===== src/rtl/encrypt_sched.sv =====
// encrypt_sched: issue controller for a fixed-latency pipelined AES-128 core.
// Round-robin issue, id tracking, credit-checked output FIFO, key-reload sequencing.
module encrypt_sched #(
    parameter int LATENCY   = 10,
    parameter int OUT_DEPTH = 16
) (
    input  logic         clk,
    input  logic         reset,
    input  logic         req0_valid,
    input  logic [127:0] req0_data,
    output logic         req0_ready,
    input  logic         req1_valid,
    input  logic [127:0] req1_data,
    output logic         req1_ready,
    output logic [127:0] core_plain_text,
    input  logic [127:0] core_cipher_text,
    output logic         out_valid,
    input  logic         out_ready,
    output logic [127:0] out_data,
    output logic         out_id,
    input  logic         key_upd_req,
    output logic         key_load,
    output logic         key_upd_done,
    output logic         busy
);

    localparam int AW = $clog2(OUT_DEPTH);
    localparam int CW = $clog2(OUT_DEPTH + LATENCY + 1);

    typedef enum logic [1:0] {
        S_RUN,
        S_DRAIN,
        S_LOAD,
        S_DONE
    } state_t;

    state_t               r_state;
    logic                 r_key_load;
    logic                 r_key_done;
    logic                 r_ptr;
    logic [127:0]         r_pt;
    logic [LATENCY-1:0]   r_vld;
    logic [LATENCY-1:0]   r_id;
    logic [127:0]         r_mem_data [OUT_DEPTH];
    logic [OUT_DEPTH-1:0] r_mem_id;
    logic [AW-1:0]        r_wp;
    logic [AW-1:0]        r_rp;
    logic [AW:0]          r_cnt;

    logic [CW-1:0]        w_inflight;
    logic [CW-1:0]        w_used;
    logic                 w_credit;
    logic                 w_gnt;
    logic                 w_can;
    logic                 w_issue;
    logic                 w_push;
    logic                 w_pop;
    logic                 w_nempty;

    // Count valid tracking stages (blocks inside the core)
    always_comb begin
        w_inflight = '0;
        for (int i = 0; i < LATENCY; i++) begin
            w_inflight = w_inflight + CW'(r_vld[i]);
        end
    end

    // Every slot already promised (queued or in flight) is charged against the FIFO
    assign w_used   = CW'(r_cnt) + w_inflight;
    assign w_credit = (w_used < CW'(OUT_DEPTH));

    // Pointer side wins when it is offering, otherwise the other side
    assign w_gnt      = (r_ptr ? req1_valid : req0_valid) ? r_ptr : ~r_ptr;
    assign w_can      = (r_state == S_RUN) && w_credit;
    assign req0_ready = w_can && !w_gnt && req0_valid;
    assign req1_ready = w_can &&  w_gnt && req1_valid;
    assign w_issue    = req0_ready | req1_ready;

    assign w_nempty = (r_cnt != '0);
    assign w_push   = r_vld[LATENCY-1];
    assign w_pop    = w_nempty && out_ready;

    assign out_valid       = w_nempty;
    assign out_data        = w_nempty ? r_mem_data[r_rp] : '0;
    assign out_id          = w_nempty ? r_mem_id[r_rp] : 1'b0;
    assign core_plain_text = r_pt;
    assign key_load        = r_key_load;
    assign key_upd_done    = r_key_done;
    assign busy            = (w_inflight != '0) || w_nempty;

    // Key-reload sequencer: drain, strobe key load, signal done, resume
    always_ff @(posedge clk or posedge reset) begin
        if (reset) begin
            r_state    <= S_RUN;
            r_key_load <= 1'b0;
            r_key_done <= 1'b0;
        end else begin
            r_key_load <= 1'b0;
            r_key_done <= 1'b0;
            unique case (r_state)
                S_RUN: begin
                    if (key_upd_req) r_state <= S_DRAIN;
                end
                S_DRAIN: begin
                    if (w_inflight == '0) begin
                        r_state    <= S_LOAD;
                        r_key_load <= 1'b1;
                    end
                end
                S_LOAD: begin
                    r_state    <= S_DONE;
                    r_key_done <= 1'b1;
                end
                S_DONE: begin
                    r_state <= S_RUN;
                end
                default: r_state <= S_RUN;
            endcase
        end
    end

    // Issue path: plaintext register, round-robin pointer, id tracking
    always_ff @(posedge clk or posedge reset) begin
        if (reset) begin
            r_pt  <= '0;
            r_ptr <= 1'b0;
            r_vld <= '0;
            r_id  <= '0;
        end else begin
            if (w_issue) begin
                r_pt  <= w_gnt ? req1_data : req0_data;
                r_ptr <= ~w_gnt;
            end
            r_vld <= {r_vld[LATENCY-2:0], w_issue};
            r_id  <= {r_id[LATENCY-2:0], w_gnt};
        end
    end

    // FIFO pointers and occupancy; simultaneous push and pop leaves count alone
    always_ff @(posedge clk or posedge reset) begin
        if (reset) begin
            r_wp  <= '0;
            r_rp  <= '0;
            r_cnt <= '0;
        end else begin
            if (w_push) r_wp <= r_wp + 1'b1;
            if (w_pop)  r_rp <= r_rp + 1'b1;
            if (w_push && !w_pop) begin
                r_cnt <= r_cnt + 1'b1;
            end else if (!w_push && w_pop) begin
                r_cnt <= r_cnt - 1'b1;
            end
        end
    end

    // FIFO storage; empty entries are never visible so no reset is needed
    always_ff @(posedge clk) begin
        if (w_push) begin
            r_mem_data[r_wp] <= core_cipher_text;
            r_mem_id[r_wp]   <= r_id[LATENCY-1];
        end
    end

endmodule


===== config.mk =====
export PLATFORM = sky130hd
export DESIGN_NAME = encrypt_sched
export DESIGN_NICKNAME = d
export VERILOG_FILES = /design/src/rtl/encrypt_sched.sv
export SDC_FILE = /design/constraint.sdc
export NUM_CORES = 2
export LEC_CHECK = 0
export ABC_AREA = 1
export BUFFER_PORTS_ARGS = -buffer_cell sky130_fd_sc_hd__clkbuf_2
export CORE_ASPECT_RATIO = 1.25
export CORE_UTILIZATION = 60
export CTS_CLUSTER_DIAMETER = 120
export CTS_CLUSTER_SIZE = 40
export DETAILED_ROUTE_END_ITERATION = 16
export GPL_ROUTABILITY_DRIVEN = 1
export HOLD_SLACK_MARGIN = 0.15
export PLACE_DENSITY = 0.79
export SYNTH_ARGS = -nofsm -noshare
export SYNTH_HDL_FRONTEND = slang
export SYNTH_SLANG_ARGS = --single-unit

===== constraint.sdc =====
create_clock -name clk -period 8.7 [get_ports clk]
set_input_delay 0.87 -clock clk [delete_from_list [all_inputs] [get_ports clk]]
set_output_delay 0.87 -clock clk [all_outputs]
set_load 0.01 [all_outputs]

Yosys cells after proc, flatten, opt, wreduce, memory -nomap -nowiden
Memories as Yosys holds them, arrays and structs flattened.
Cells that the tools add are included.

operators by class
  add/sub/neg operators = 14
  $lt $le $gt $ge = 4
  equality and inequality tests = 5
  multiplexer cells = 20
  bitwise logic cells = 3
  reductions and logical operators = 19

operators by type and width
  kind                                                                                 number
  128-bit two-way mux                                                                  2
  5-bit by 1-bit adder with 5-bit output                                               5
  16-bit bitwise mux                                                                   1
  4-bit by 5-bit < comparator with 1-bit output, second input constant                 2
  1-bit two-way mux                                                                    10
  5-bit two-way mux                                                                    2
  5-bit nonzero test                                                                   2
  1-bit logical AND                                                                    9
  4-bit by 1-bit adder with 4-bit output, second input constant                        2
  2-bit case mux with 4 select lines                                                   1
  4-bit by 1-bit adder with 5-bit output                                               1
  5-bit by 1-bit adder with 5-bit output, second input constant                        1
  5-bit adder                                                                          1
  5-bit logical NOT                                                                    1
  5-bit < comparator, second input constant                                            1
  5-bit by 1-bit subtractor with 5-bit output, second input constant                   1
  3-bit by 1-bit adder with 4-bit output                                               1
  1-bit binary-select mux with 4-bit select                                            1
  1-bit demux with 4-bit select                                                        1
  2-bit equality test, second input constant                                           2
  4-bit by 1-bit greater-or-equal comparator with 1-bit output, second input constant  1
  2-bit two-way mux                                                                    2
  2-bit inequality test, second input constant                                         2
  2-bit by 1-bit adder with 3-bit output                                               1
  9 further kinds                                                                      12

storage, ports and cells
  register bits after elaboration = 182
  memory bits (writable) = 2048
  input port bits = 390
  memories kept = 1

memories
  memory      depth  bits a word  rd ports  clocked after Yosys merged registers in  wr ports  RTL line  text
  r_mem_data  16     128          1         0                                        1         44        logic [127:0] r_mem_data [OUT_DEPTH];

Longest topological paths before layout
  depth in word-level cells = 15
  depth in mapped cells = 21
  gate-level depth less buffers = 19

Least setup slack after synthesis
OpenSTA, ideal clock, no wires.

  path type = reg-to-reg
  from = register r_vld[9]
  to = memory r_mem_data[15][0], enable pin
  arrival time = 6.176 ns
  slack = 1.905 ns
  stages on the path, launching flop included = 4
  buffers on the path = 1
  period minus slack after synthesis = 6.795 ns
  cell sequence = dfrtp_1 > clkbuf_1 > nand2_1 > nor2_1

on the way
  word-level cells in the longest chain between the ends = 2

ends and longest elaborated chain
  element                                  RTL line  text
  start: declaration                       42        logic [LATENCY-1:0] r_vld;
  start signal: assignment                 134       r_vld <= {r_vld[LATENCY-2:0], w_issue};
  1-bit two-way mux                        158       if (w_push) begin
  1-bit two-way mux (not written as such)  159       r_mem_data[r_wp] <= core_cipher_text;
  end: declaration                         44

Every way passes these cells.

Worst setup path after layout
  from = register r_vld[9]
  to = output port req0_ready

on the way
  word-level cells in the longest chain between the ends = 6

ends and longest elaborated chain
  element                                 RTL line  text
  5-bit by 1-bit adder with 5-bit output  64        w_inflight = w_inflight + CW'(r_vld[i]);
  5-bit adder                             69        assign w_used = CW'(r_cnt) + w_inflight;
  5-bit < comparator                      70        assign w_credit = (w_used < CW'(OUT_DEPTH));
  1-bit logical AND                       74        assign w_can = (r_state == S_RUN) && w_credit;
  1-bit logical AND (2 in series)         75        assign req0_ready = w_can && !w_gnt && req0_valid;
  end: declaration                        11        output logic req0_ready,

Every way passes these cells.

==> results summary <==
The cell area that synthesis handed to floorplanning was about 90,000 um2. The total via count after detailed routing came out at 60,174. The maximum level of the CTS H-tree is 2.

The final weighted congestion in routability-driven placement is 0.955. The detail route stage leaves a number of antenna-violating nets equal to 0. Leaving out fill and tap cells, the most frequent cells in the layout are sky130_fd_sc_hd__edfxtp_1 (2,064), sky130_fd_sc_hd__nor2_1 (1,594), sky130_fd_sc_hd__o21ai_0 (1,006). The number of synthesis warnings came out at 0.

Setup repair after global routing left no endpoint under its margin. The area overhead of the layout relative to synthesis is 6.92%. The total routed wirelength is roughly 240,000 um.

The final routed DRC violation total came out at 0. For this design, the slowest cell found on the critical path is sky130_fd_sc_hd__fa_1. The worst ir drop on vdd came out at around 0.26 mV. The worst setup path is captured at a primary output. The critical path required time is approximately 8000 ps. The average detailed-routed wire length per instance is 24.7 um. The initial antenna violation count came to 52. The mean instance size in the synthesized netlist is ~12 um2. The largest stage delay on the critical path came out at 540 ps. The transition at the pin with the smallest max-transition slack is around 1300 ps.

The fraction of final layout cells with drive strength greater than 1 is 0.108. The initial standard-cell utilization of the core is 0.606. The number of gates resized after CTS was 0. The number of clock sinks is ~2,200. The setup path with the least slack is of type reg -> out. The worst hold path begins at r_id[8]. The total core area came out at ~150,000 um2. The site row count is between 150 and 200.

Using the TritonRoute via totals, the vias-per-cell ratio works out to around 6.2. The global-route wire length before repair is 351,000 um. Counting flops and latches in the post-synthesis netlist gives 2,230. The number of DRC markers after the initial detailed-route iteration came out at 7,924. The number of buffers created by CTS came out at 61. TritonCTS built the clock tree. The number of buffers between clock root and the deepest sink is 3. Along the worst hold path, the cell count comes to 0.

The cts-stage hold buffer count is 1. Broken down by cell family, the worst path's largest delay share belongs to adder cells. The flow ran to the end, and the final reports show no timing, DRC or antenna violations. The depth of the critical timing path with buffers and inverters included is 19.

The number of placed instances, taps included, is ~9,600. Clock latency on the worst-skew pair, taken at its later pin, is ~760 ps. The post-route clock skew came out at roughly 29 ps.

The global-route usage over all layers came out at 0.309. The finished layout holds a little under 10,000 standard cells, fillers aside. The power after layout is 29.0 mW.

The buffer cell driving the clock tree root is sky130_fd_sc_hd__clkbuf_16. The floorplan step set the die width to about 350 um. The time the final worst path needs with I/O delays and setup is roughly 6300 ps. In this run the critical register-to-register path is launched from r_vld[9]. Once the clock tree was built, the setup fixing pass inserted 0 buffers.

The library cell used most frequently in the layout, excluding fill and tap cells, is sky130_fd_sc_hd__edfxtp_1. The number of standard cells after synthesis is about 7,400. The total negative setup slack came out at 0 ps. The critical path arrival is approximately 5400 ps.

The final max-slew violation count is 0. The tightest min-delay check is of the reg -> reg type. The port buffer count came out at about 650. The HPWL after detailed placement is around 130,000 um. The launching element of the worst setup path is r_vld[9]. Global routing finished with a remaining overflow of 0. The final worst-path cycle share came out at 0.722. The number of different library cells in the post-synthesis netlist came out at 28. Walking the worst path, the cells encountered are fa_1 -> inv_1 -> fa_1 -> fa_1 -> inv_1 -> ha_1 -> fa_1 -> xor2_1 -> ha_1 -> nand2_1 -> inv_1 -> nand2_1 -> nand3_1 -> nand2_1 -> nor2_4 -> buf_4 -> nand2_1 -> inv_1 -> clkbuf_2. The number of endpoints failing setup at the final stage is 0. The net count after synthesis is between 7,000 and 8,000. The number of detailed-route iterations in the first pass came out at 6. The clock-pin slew on the worst setup and hold paths is 140 ps. Static timing analysis puts the maximum clock frequency at approximately 0.16 GHz.

The overall die height came out at approximately 440 um. After the last flow step, the layout net total stands at around 8,100. The relative slew slack came out at 0.152. For this design the ratio of total power to cell area is about 300 nW/um2. The largest net degree at the start of global routing is approximately 260. The number of buffer and inverter stages on the critical path came out at 6. The sequential-to-total area share from yosys stat came out at 0.733. The number of I/O pins came out at around 650. STA classifies the critical path startpoint as a flip-flop.

The total of max-cap violations is 0. The hold violation total from the final report is 0. The full die area is roughly 150,000 um2. Of all nets on the critical path, the largest fanout is 52. The leakage power figure is around 33 nW.

The via count of the first global-routing pass is roughly 57,000. The number of cells on the worst reg-to-reg path is 19.
-- metal layers --
metal / wire length, um / part of all wire / GRT usage / vias to the layer above
met5: 428 / 0.0018 / 0.00159 / -
met4: 14700 / 0.061 / 0.180 / 52
met3: 23500 / 0.098 / 0.0653 / 581
met2: 115000 / 0.48 / 0.495 / 3233
met1: 86800 / 0.36 / 0.391 / 29427
li1: - / - / - / 26881
-- power breakdown --
part | switching, mW | leakage [nW] | internal, mW | total [mW]
combinational | 8.28 | 11.9 | 3.51 | 11.8
sequential | 0.534 | 20.7 | 12.4 | 12.9
clock | 2.89 | 0.815 | 1.36 | 4.24
-- metrics by stage --
stage | setup slack, ps | area (um2) | hold slack [ps] | util
6_report | 2420 | 96500 | 367 | 0.648
5_1_grt | 2150 | 96500 | 384 | 0.648
4_1_cts | 2430 | 96400 | 370 | 0.648
3_5_place_dp | 3290 | 94700 | 337 | 0.636
3_3_place_gp | 3330 | 94700 | 336 | 0.636
2_1_floorplan | 1910 | 90200 | 331 | -
-- state kept, by name (all words and copies together) (netlist names) --
register	count
core_plain_text	128
r_mem_id	16
r_vld	10
r_state	2
r_cnt	5
r_mem_data	2048
r_id	10
r_rp	4
r_ptr	1
r_wp	4
key_upd_done	1
key_load	1
-- path summary, 6_finish.rpt --
kind | slack, ps | endpoint
hold reg to reg | 370 | r_id[9]
setup / recovery | 2420 | req0_ready
min in group asynchronous | 700 | r_ptr
hold / removal | 370 | r_id[9]
max in group asynchronous | 6030 | core_plain_text[4]
setup reg to reg | 3240 | core_plain_text[120]
-- cell usage after synthesis --
| library cell | count | share of area |
|---|---|---|
| sky130_fd_sc_hd__clkbuf_1 | 278 | 0.012 |
| sky130_fd_sc_hd__o21ai_1 | 160 | 0.0089 |
| sky130_fd_sc_hd__clkinv_1 | 1 | 0.000042 |
| sky130_fd_sc_hd__or2_2 | 1 | 0.000069 |
| sky130_fd_sc_hd__nand4_1 | 4 | 0.00028 |
| sky130_fd_sc_hd__buf_6 | 6 | 0.00075 |
| sky130_fd_sc_hd__nor2_2 | 1 | 0.000069 |
| sky130_fd_sc_hd__o211ai_1 | 515 | 0.043 |
| sky130_fd_sc_hd__nor2_1 | 1610 | 0.067 |
| sky130_fd_sc_hd__inv_1 | 254 | 0.011 |
| sky130_fd_sc_hd__nor3_1 | 1 | 0.000055 |
| sky130_fd_sc_hd__edfxtp_1 | 2064 | 0.69 |
| sky130_fd_sc_hd__o21ai_0 | 1008 | 0.056 |
| sky130_fd_sc_hd__fa_1 | 7 | 0.0016 |
| sky130_fd_sc_hd__a21oi_1 | 220 | 0.012 |
| sky130_fd_sc_hd__nand2_1 | 512 | 0.021 |
| sky130_fd_sc_hd__ha_1 | 18 | 0.0025 |
| sky130_fd_sc_hd__clkinv_2 | 1 | 0.000055 |
| sky130_fd_sc_hd__buf_4 | 22 | 0.0018 |
| sky130_fd_sc_hd__a21o_1 | 1 | 0.000083 |
| sky130_fd_sc_hd__a21boi_2 | 1 | 0.00012 |
| sky130_fd_sc_hd__xnor2_1 | 1 | 0.000097 |
| sky130_fd_sc_hd__xor2_1 | 9 | 0.00087 |
| sky130_fd_sc_hd__nand3_1 | 304 | 0.017 |
| sky130_fd_sc_hd__o22ai_1 | 1 | 0.000069 |
| sky130_fd_sc_hd__buf_1 | 51 | 0.0021 |
| sky130_fd_sc_hd__buf_2 | 171 | 0.0095 |
| sky130_fd_sc_hd__dfrtp_1 | 166 | 0.046 |
-- final cells by class --
class | instances | area, um2
sequential | 2230 | 66100
fill | 10714 | 52400
multi-input combinational | 4374 | 21000
timing repair buffer | 736 | 4090
tap | 2000 | 2500
clock buffer | 87 | 1670
inverter | 256 | 1000
antenna | 31 | 77.6
clock inverter | 2 | 20.0
-- kinds of logic (layout without fill, tap and decap cells) --
group	count (synthesis)	count (layout)	share of synthesized area
and+or+nand+nor	2433	2433	0.106
DFF	2230	2230	0.733
AOI/OAI and AO/OA	1906	1906	0.120
buffers and inverters	784	1081	0.0364
adders and majority gates	25	25	0.00405
xor gates and xnor gates	10	10	0.000971
other	0	31	0
Note: power is estimated with default switching activity, not from simulation.
